`config.mk`:
```
export PLATFORM = sky130hd
export DESIGN_NAME = result_bus_arbiter
export DESIGN_NICKNAME = d
export VERILOG_FILES = /design/src/rtl/result_bus_arbiter.sv
export SDC_FILE = /design/constraint.sdc
export NUM_CORES = 1
export LEC_CHECK = 0
export CORE_MARGIN = 3
export CORE_UTILIZATION = 39
export CTS_CLUSTER_SIZE = 40
export DETAILED_ROUTE_END_ITERATION = 12
export PLACE_DENSITY_LB_ADDON = 0.15
export SYNTH_ARGS = -nofsm -noshare
export SYNTH_HDL_FRONTEND = slang
export SYNTH_SLANG_ARGS = --single-unit
```
`constraint.sdc`:
```
create_clock -name clock -period 4.49 [get_ports clock]
set_clock_uncertainty 0.1 [all_clocks]
set_input_delay 0.449 -clock clock [delete_from_list [all_inputs] [get_ports clock]]
set_output_delay 0.449 -clock clock [all_outputs]
set_load 0.005 [all_outputs]
```
`src/rtl/result_bus_arbiter.sv`:
```
// rtl/result_bus_arbiter.sv - round-robin grant of result buses to finished stations
// Optional stall counter output enabled by RESULT_BUS_STALL_COUNTER_EN.
module result_bus_arbiter #(
  parameter int SIZE               = 32,
  parameter int STATION_COUNT      = 4,
  parameter int STATION_INDEX_SIZE = 2,
  parameter int BUS_COUNT          = 1
) (
  input  logic                          clock,
  input  logic                          reset,
  input  logic                          flush,
  input  logic                          request       [0:STATION_COUNT-1],
  input  logic [SIZE-1:0]               request_value [0:STATION_COUNT-1],
  output logic                          grant         [0:STATION_COUNT-1],
  output logic                          bus_asserted  [0:BUS_COUNT-1],
  output logic [STATION_INDEX_SIZE-1:0] bus_source    [0:BUS_COUNT-1],
  output logic [SIZE-1:0]               bus_value     [0:BUS_COUNT-1]
`ifdef RESULT_BUS_STALL_COUNTER_EN
  ,
  output logic [31:0]                   stall_cycles
`endif
);

  logic [STATION_INDEX_SIZE-1:0] ptr;
  logic [STATION_INDEX_SIZE-1:0] next_ptr;
  logic                          any_grant;
  logic                          bus_hit [0:BUS_COUNT-1];
  logic [STATION_INDEX_SIZE-1:0] bus_sel [0:BUS_COUNT-1];
  int                            idx;
  int                            n;

  // Scan from ptr with explicit wrap so non-power-of-two station counts never index past the end.
  always_comb begin
    any_grant = 1'b0;
    next_ptr  = ptr;
    idx       = 0;
    n         = 0;
    for (int s = 0; s < STATION_COUNT; s++) grant[s] = 1'b0;
    for (int b = 0; b < BUS_COUNT; b++) begin
      bus_hit[b] = 1'b0;
      bus_sel[b] = '0;
    end
    if (reset && !flush) begin
      for (int i = 0; i < STATION_COUNT; i++) begin
        idx = int'(ptr) + i;
        if (idx >= STATION_COUNT) idx = idx - STATION_COUNT;
        if (request[idx] && n < BUS_COUNT) begin
          grant[idx] = 1'b1;
          bus_hit[n] = 1'b1;
          bus_sel[n] = STATION_INDEX_SIZE'(idx);
          any_grant  = 1'b1;
          next_ptr   = (idx == STATION_COUNT - 1) ? '0 : STATION_INDEX_SIZE'(idx + 1);
          n          = n + 1;
        end
      end
    end
  end

  always_ff @(posedge clock) begin
    if (!reset) begin
      ptr <= '0;
      for (int b = 0; b < BUS_COUNT; b++) begin
        bus_asserted[b] <= 1'b0;
        bus_source[b]   <= '0;
        bus_value[b]    <= '0;
      end
    end else begin
      for (int b = 0; b < BUS_COUNT; b++) begin
        bus_asserted[b] <= bus_hit[b];
        if (bus_hit[b]) begin
          bus_source[b] <= bus_sel[b];
          bus_value[b]  <= request_value[bus_sel[b]];
        end
      end
      if (any_grant) ptr <= next_ptr;
    end
  end

`ifdef RESULT_BUS_STALL_COUNTER_EN
  logic stalled;

  always_comb begin
    stalled = 1'b0;
    for (int s = 0; s < STATION_COUNT; s++)
      if (request[s] && !grant[s]) stalled = 1'b1;
  end

  always_ff @(posedge clock) begin
    if (!reset)
      stall_cycles <= '0;
    else if (stalled && stall_cycles != 32'hFFFF_FFFF)
      stall_cycles <= stall_cycles + 32'd1;
  end
`endif

endmodule

```
# [Word level (Yosys, flattened, before mapping)]
# Index checks and enable logic that the tools add are counted.
[totals] output_inout_bits=39 register_bits=37 word_cells=150 inputBits=135
[classes] bitwise=11 muxes=82 order_cmp=22 n_addsub=13 eq_ne=4 reduce_logical=14
[ops] operator="$mux 32" count=15
[ops] operator="$lt 32x2->1 const B" count=6
[ops] operator="$eq 32x3->1 const B" count=4
[ops] operator="$ge 32x3->1 const B" count=4
[ops] operator="$lt 32x1->1 const B" count=4
[ops] operator="$not 32->32" count=4
[ops] operator="$ge 32x1->1 const B" count=3
[ops] operator="$add 32x2->32 const B" count=2
[ops] operator="$bmux 32 s2" count=1
[ops] operator="$mux 2" count=19
[ops] operator="$mux 4" count=8
[ops] operator="$mux 1" count=28
[ops] operator="$ge 3x3->1 const B" count=4
[ops] operator="$or 4x4->4" count=3
[ops] operator="$sub 3x3->4 const B" count=3
[ops] operator="$logic_and 1x1->1" count=11
[ops] operator="$add 2x2->2 const B" count=4
[ops] operator="$bmux 1 s2" count=4
[ops] operator="$demux 1 s2" count=4
[ops] operator="$add 2x2->3 const B" count=2
[ops] operator="$bwmux 2" count=3
[ops] operator="$reduce_bool 4->1" count=1
[ops] operator="$sub 2x3->4 const B" count=1
[ops] operator="$add 2x1->3 const B" count=1
[ops] operator="other kinds (5)" count=7

# [Logic depth before layout (Yosys ltp)]
[depth] word_depth=27 mapped_depth=13 depth_no_buf=9

# [Worst setup path after synthesis]
# Ideal clock, no wire load.
[synth_path] kind="input to register" from="in request[0] in the netlist's numbering" to="reg bus_value[17] in the netlist's numbering" arrival_time_ns=2.998 t_required_ns=4.268 setup_time_ns=0.122 path_slack_ns=1.270 path_buffers=2 path_stages=10 cell_sequence="buf_4 -> mux4_2 -> ha_1 -> a2111oi_4 -> a211o_2 -> o211ai_4 -> nor2_4 -> buf_6 -> mux2_2 -> a221o_1"
[synth_between] elab_chain_cells=23 elab_cells_between_ends=67 classes_between="2 x add/sub; 9 x order compare; 46 x mux; 4 x bitwise; 6 x reduce/logical"
[synth_lines] element="start: declaration" line_no="12" rtl="input logic request [0:STATION_COUNT-1],"
[synth_lines] element="$bmux 1 s2" line_no="47" rtl="if (request[idx] && n < BUS_COUNT) begin"
[synth_lines] element="$mux 1 (not written as such) (2 in a row)" line_no="47"
[synth_lines] element="$mux 1" line_no="47"
[synth_lines] element="$mux 32" line_no="43" rtl="if (reset && !flush) begin"
[synth_lines] element="$lt 32x2->1" line_no="47, 49, 50"
[synth_lines] element="$logic_and 1x1->1" line_no="47"
[synth_lines] element="$mux 32" line_no="47"
[synth_lines] element="$mux 32" line_no="43"
[synth_lines] element="[... 5 more ...]"
[synth_lines] element="$logic_and 1x1->1 (not written as such)" line_no="49, 50"
[synth_lines] element="$mux 2 (not written as such)" line_no="50" rtl="bus_sel[n] = STATION_INDEX_SIZE'(idx);"
[synth_lines] element="$bwmux 2" line_no="50"
[synth_lines] element="$mux 2" line_no="47"
[synth_lines] element="$mux 2" line_no="43"
[synth_lines] element="$not 2->3 (not written as such)" line_no="72" rtl="bus_value[b] <= request_value[bus_sel[b]];"
[synth_lines] element="$bmux 32 s2" line_no="72"
[synth_lines] element="$mux 32 (not written as such) (2 in a row)" line_no="72"
[synth_lines] element="end signal: indexed assignment" line_no="72"
[synth_lines] element="end: declaration" line_no="17" rtl="output logic [SIZE-1:0] bus_value [0:BUS_COUNT-1]"
# Parallel ways exist; a longest one is shown, timed or not. The select of a mux whose other input is x is not followed.
# A chain may end at the register's enable or synchronous reset.

# [Worst setup path after layout]
[layout_path] from="in request[2] in the netlist's numbering" to="reg bus_value[2] in the netlist's numbering"
# Same word-level chain as after synthesis.

==> flow_summary.yaml <==
outcome:
  outcome: "finished, final reports clean"
synth:
  synth_compound_area_share_pct: 21.2
  synth_common_cells: "55 x nand3_1, 37 x dfxtp_1, 34 x mux2i_1, 26 x a221o_1, 20 x mux2_2"
  synth_warnings: 0
  synth_seq_cells: 37
  seq_area_frac_synth_pct: 24.4
  synth_top_area_share_pct: 24.4
  syn-instance-count: 333
  syn-num-nets: 474
  synth-simple-area-share_pct: 18.4
  ys.flop_type: "dfxtp_1"
  synth_top_family_by_area: "multiplexers"
  synth_cell_types: 51
  synth_most_common_cell: "nand3_1"
  synth_xor_xnor_area_share_pct: 0.288
  yosys.area.top_type: "dfxtp_1"
  syn_area_um2: 3040
  synth_mux_area_share_pct: 23.4
  synth_edf_count: 0
  synthAdderAreaFrac_pct: 2.47
  synth_area_per_cell_um2: 9.13
  synthArstFlopShare_pct: 0
  yosys-top-cells-area: "dfxtp_1 24%, mux2i_1 11%, nand3_1 9.1%"
setup_path:
  start_kind: "input port"
  reg2reg_to: "bus_value[2]"
  r2r_slack_ns: 0.82
  crit_start: "request[2]"
  path_max_fanout: 58
  cp-endpoint: "bus_value[2]"
  cp_slowest_stage_delay_ns: 0.63
  reg2regPathDepth: 10
  reg2reg_from: "ptr[1]"
  critPathKind: "in -> reg"
  critPathRequiredTime_ns: 4.57
  worst_ep_arrival_time_ns: 3.90
  endpoint_kind: "flop"
  crit_slowest_cell: "mux4_2"
  path_cells: "clkdlybuf4s50_1, mux4_2, ha_1, a2111oi_4, a211o_2, o211ai_4, nor2_4, buf_12, mux2_2, a221o_1"
sta:
  setup_viol: 0
  period_minus_slack_ns: 3.82
  hold_slack_ns: 0.368
  finalSetupTns_ns: 0
  hold_violations: 0
  drv_slew: 0
  slew_headroom_pct: 55.2
  fin_crit_sh_pct: 85.1
  worstMarginPinSlew_ns: 0.671
  timing.final.ws_setup_ns: 0.667
  max_freq_ghz: 0.262
  rsz0062_at_grt: "no"
layout:
  diodes: 0
  nets: 630
  fillCellCount: 604
  syn_to_final_growth_pct: 58.5
  drive_above_1_share_pct: 10.2
  final_util_pct: 65.0
  final_cell_area_um2: 4820
drt:
  wl_met3_um: 943
  met1_length_um: 3970
  postRouteWirelength_um: 9930
  route.detailed.drc: 0
  antenna_left: 0
  dr_wl_met2_um: 4850
  drtIter0Drc: 222
  avgRoutedWirePerCell_um: 16.9
  vias: 3283
  highest_layer: "met4"
  firstDrtPassIters: 4
  vias_per_cell: 5.58
clock_network:
  hold_buffers: 0
  clock_tree.buffer_depth: 2
  cts_resized: 0
  cts_buffers: 5
  clk_pin_slew_ns: 0.08
  clock-sinks: 37
  root_buffer: "clkbuf_8"
  clk_latency_ns: 0.29
  cts_setup_buffers: 0
  cts_tree: "built"
  cts_max_level: 2
power:
  cellPowerDensity_nw_per_um2: 345
  vdd.ir_drop.worst_mv: 0.276
  cellLeakagePower_uw: 0.00169
run:
  drv_cap: 0
floorplanning:
  pin_count: 174
  core-area_um2: 7410
  rows: 31
  die_h_um: 94.3
  die_x_um: 94.3
  start_util_pct: 41.0
  dieArea_um2: 8890
placement:
  hpwl_um: 7450
  pre_cts_slack_ns: 0.393
  port_buffers: 173
  gp_congestion: 0.874
  dpl-instance-area_um2: 4740
global_route:
  grt_pass1_wl_um: 15500
  grt_pass1_vias: 3155
  antenna_found_initial: 0
  grt_overflow: 0
  grt_max_degree: 59
  gr-usage-all-layers_pct: 21.6
worst_hold_path:
  holdPathStages: 2
  hp-class: "reg -> reg"
area by class of cell:
| cell class | count | area, µm² | area share [%] |
|---|---|---|---|
| repair buffers | 182 | 1810 | 37.6 |
| flip-flops and latches | 37 | 741 | 15.4 |
| multi-input cells | 250 | 2010 | 41.8 |
| clock buffers | 6 | 72.6 | 1.51 |
| clock inverters | 1 | 8.76 | 0.182 |
| inverters | 13 | 48.8 | 1.01 |
| well taps | 99 | 124 | 2.57 |
registers in the layout (all words and copies together) (netlist names):
register,flops
bus_asserted,1
bus_source,2
bus_value,32
ptr,2
power by group:
part	total [µW]	leakage, µW	switching (µW)	internal, µW
clock network	233	0.0000412	125	108
logic	972	0.00134	464	508
registers	457	0.000306	50.3	407
how the worst min path moves through the flow:
stage | from | endpoint
after global placement | bus_source[1] | bus_source[1]
final | bus_source[1] | bus_source[1]
after detailed placement | bus_source[1] | bus_source[1]
after floorplan | bus_source[1] | bus_source[1]
after CTS | bus_source[1] | bus_source[1]
after global routing | bus_value[1] | bus_value[1]
through the flow:
stage / std cells / power [µW]
final: 588 / 1660
after detailed placement: 581 / 1430
after CTS: 588 / 1670
after floorplan: 333 / 1090
after global placement: 581 / 1410
after global routing: 588 / 1780
critical path: cells and delay by family:
kind                     cells  cell delay (ns)
multiplexers                 2             1.01
buffers and inverters        2             0.90
AO/OA/AOI/OAI                4             0.98
AND/OR/NAND/NOR              1             0.14
adder cells (fa/ha/maj)      1             0.37
cell families (layout without fill, tap and decap cells):
family / Yosys count / count (layout)
multiplexers: 64 / 64
AND/OR/NAND/NOR: 106 / 106
AO/OA/AOI/OAI: 73 / 73
adder cells (fa/ha/maj): 6 / 6
XOR/XNOR: 1 / 1
flip-flops: 37 / 37
buffers and inverters: 46 / 202
layer usage:
layer | vias to the layer above | global-route usage [%]
met5 | - | 0
met1 | 1527 | 26.4
li1 | 1589 | -
met2 | 155 | 36.1
met3 | 12 | 6.73
met4 | 0 | 6.86
cells in the final DEF, fill, tap and decap left out, types with 3 or more instances in the layout:
cell             Yosys  routed
a21oi_1              6       5
o21ai_0              8       8
or3_1                7       7
nor2_1               6       6
ha_1                 6       6
nand2_1             17      17
a222oi_1             3       3
clkbuf_8             0       5
buf_4                5       8
a221o_1             26      26
inv_1               13      13
dfxtp_1             37      37
a31oi_1              7       7
a32o_1               6       6
nor2b_1              3       3
clkdlybuf4s50_1      0     173
mux2i_1             34      34
nand3_1             55      55
mux2_1               7       7
nand2b_1             6       6
mux2_2              20      20
mux4_2               3       3
Note: power is estimated with default switching activity, not from simulation.
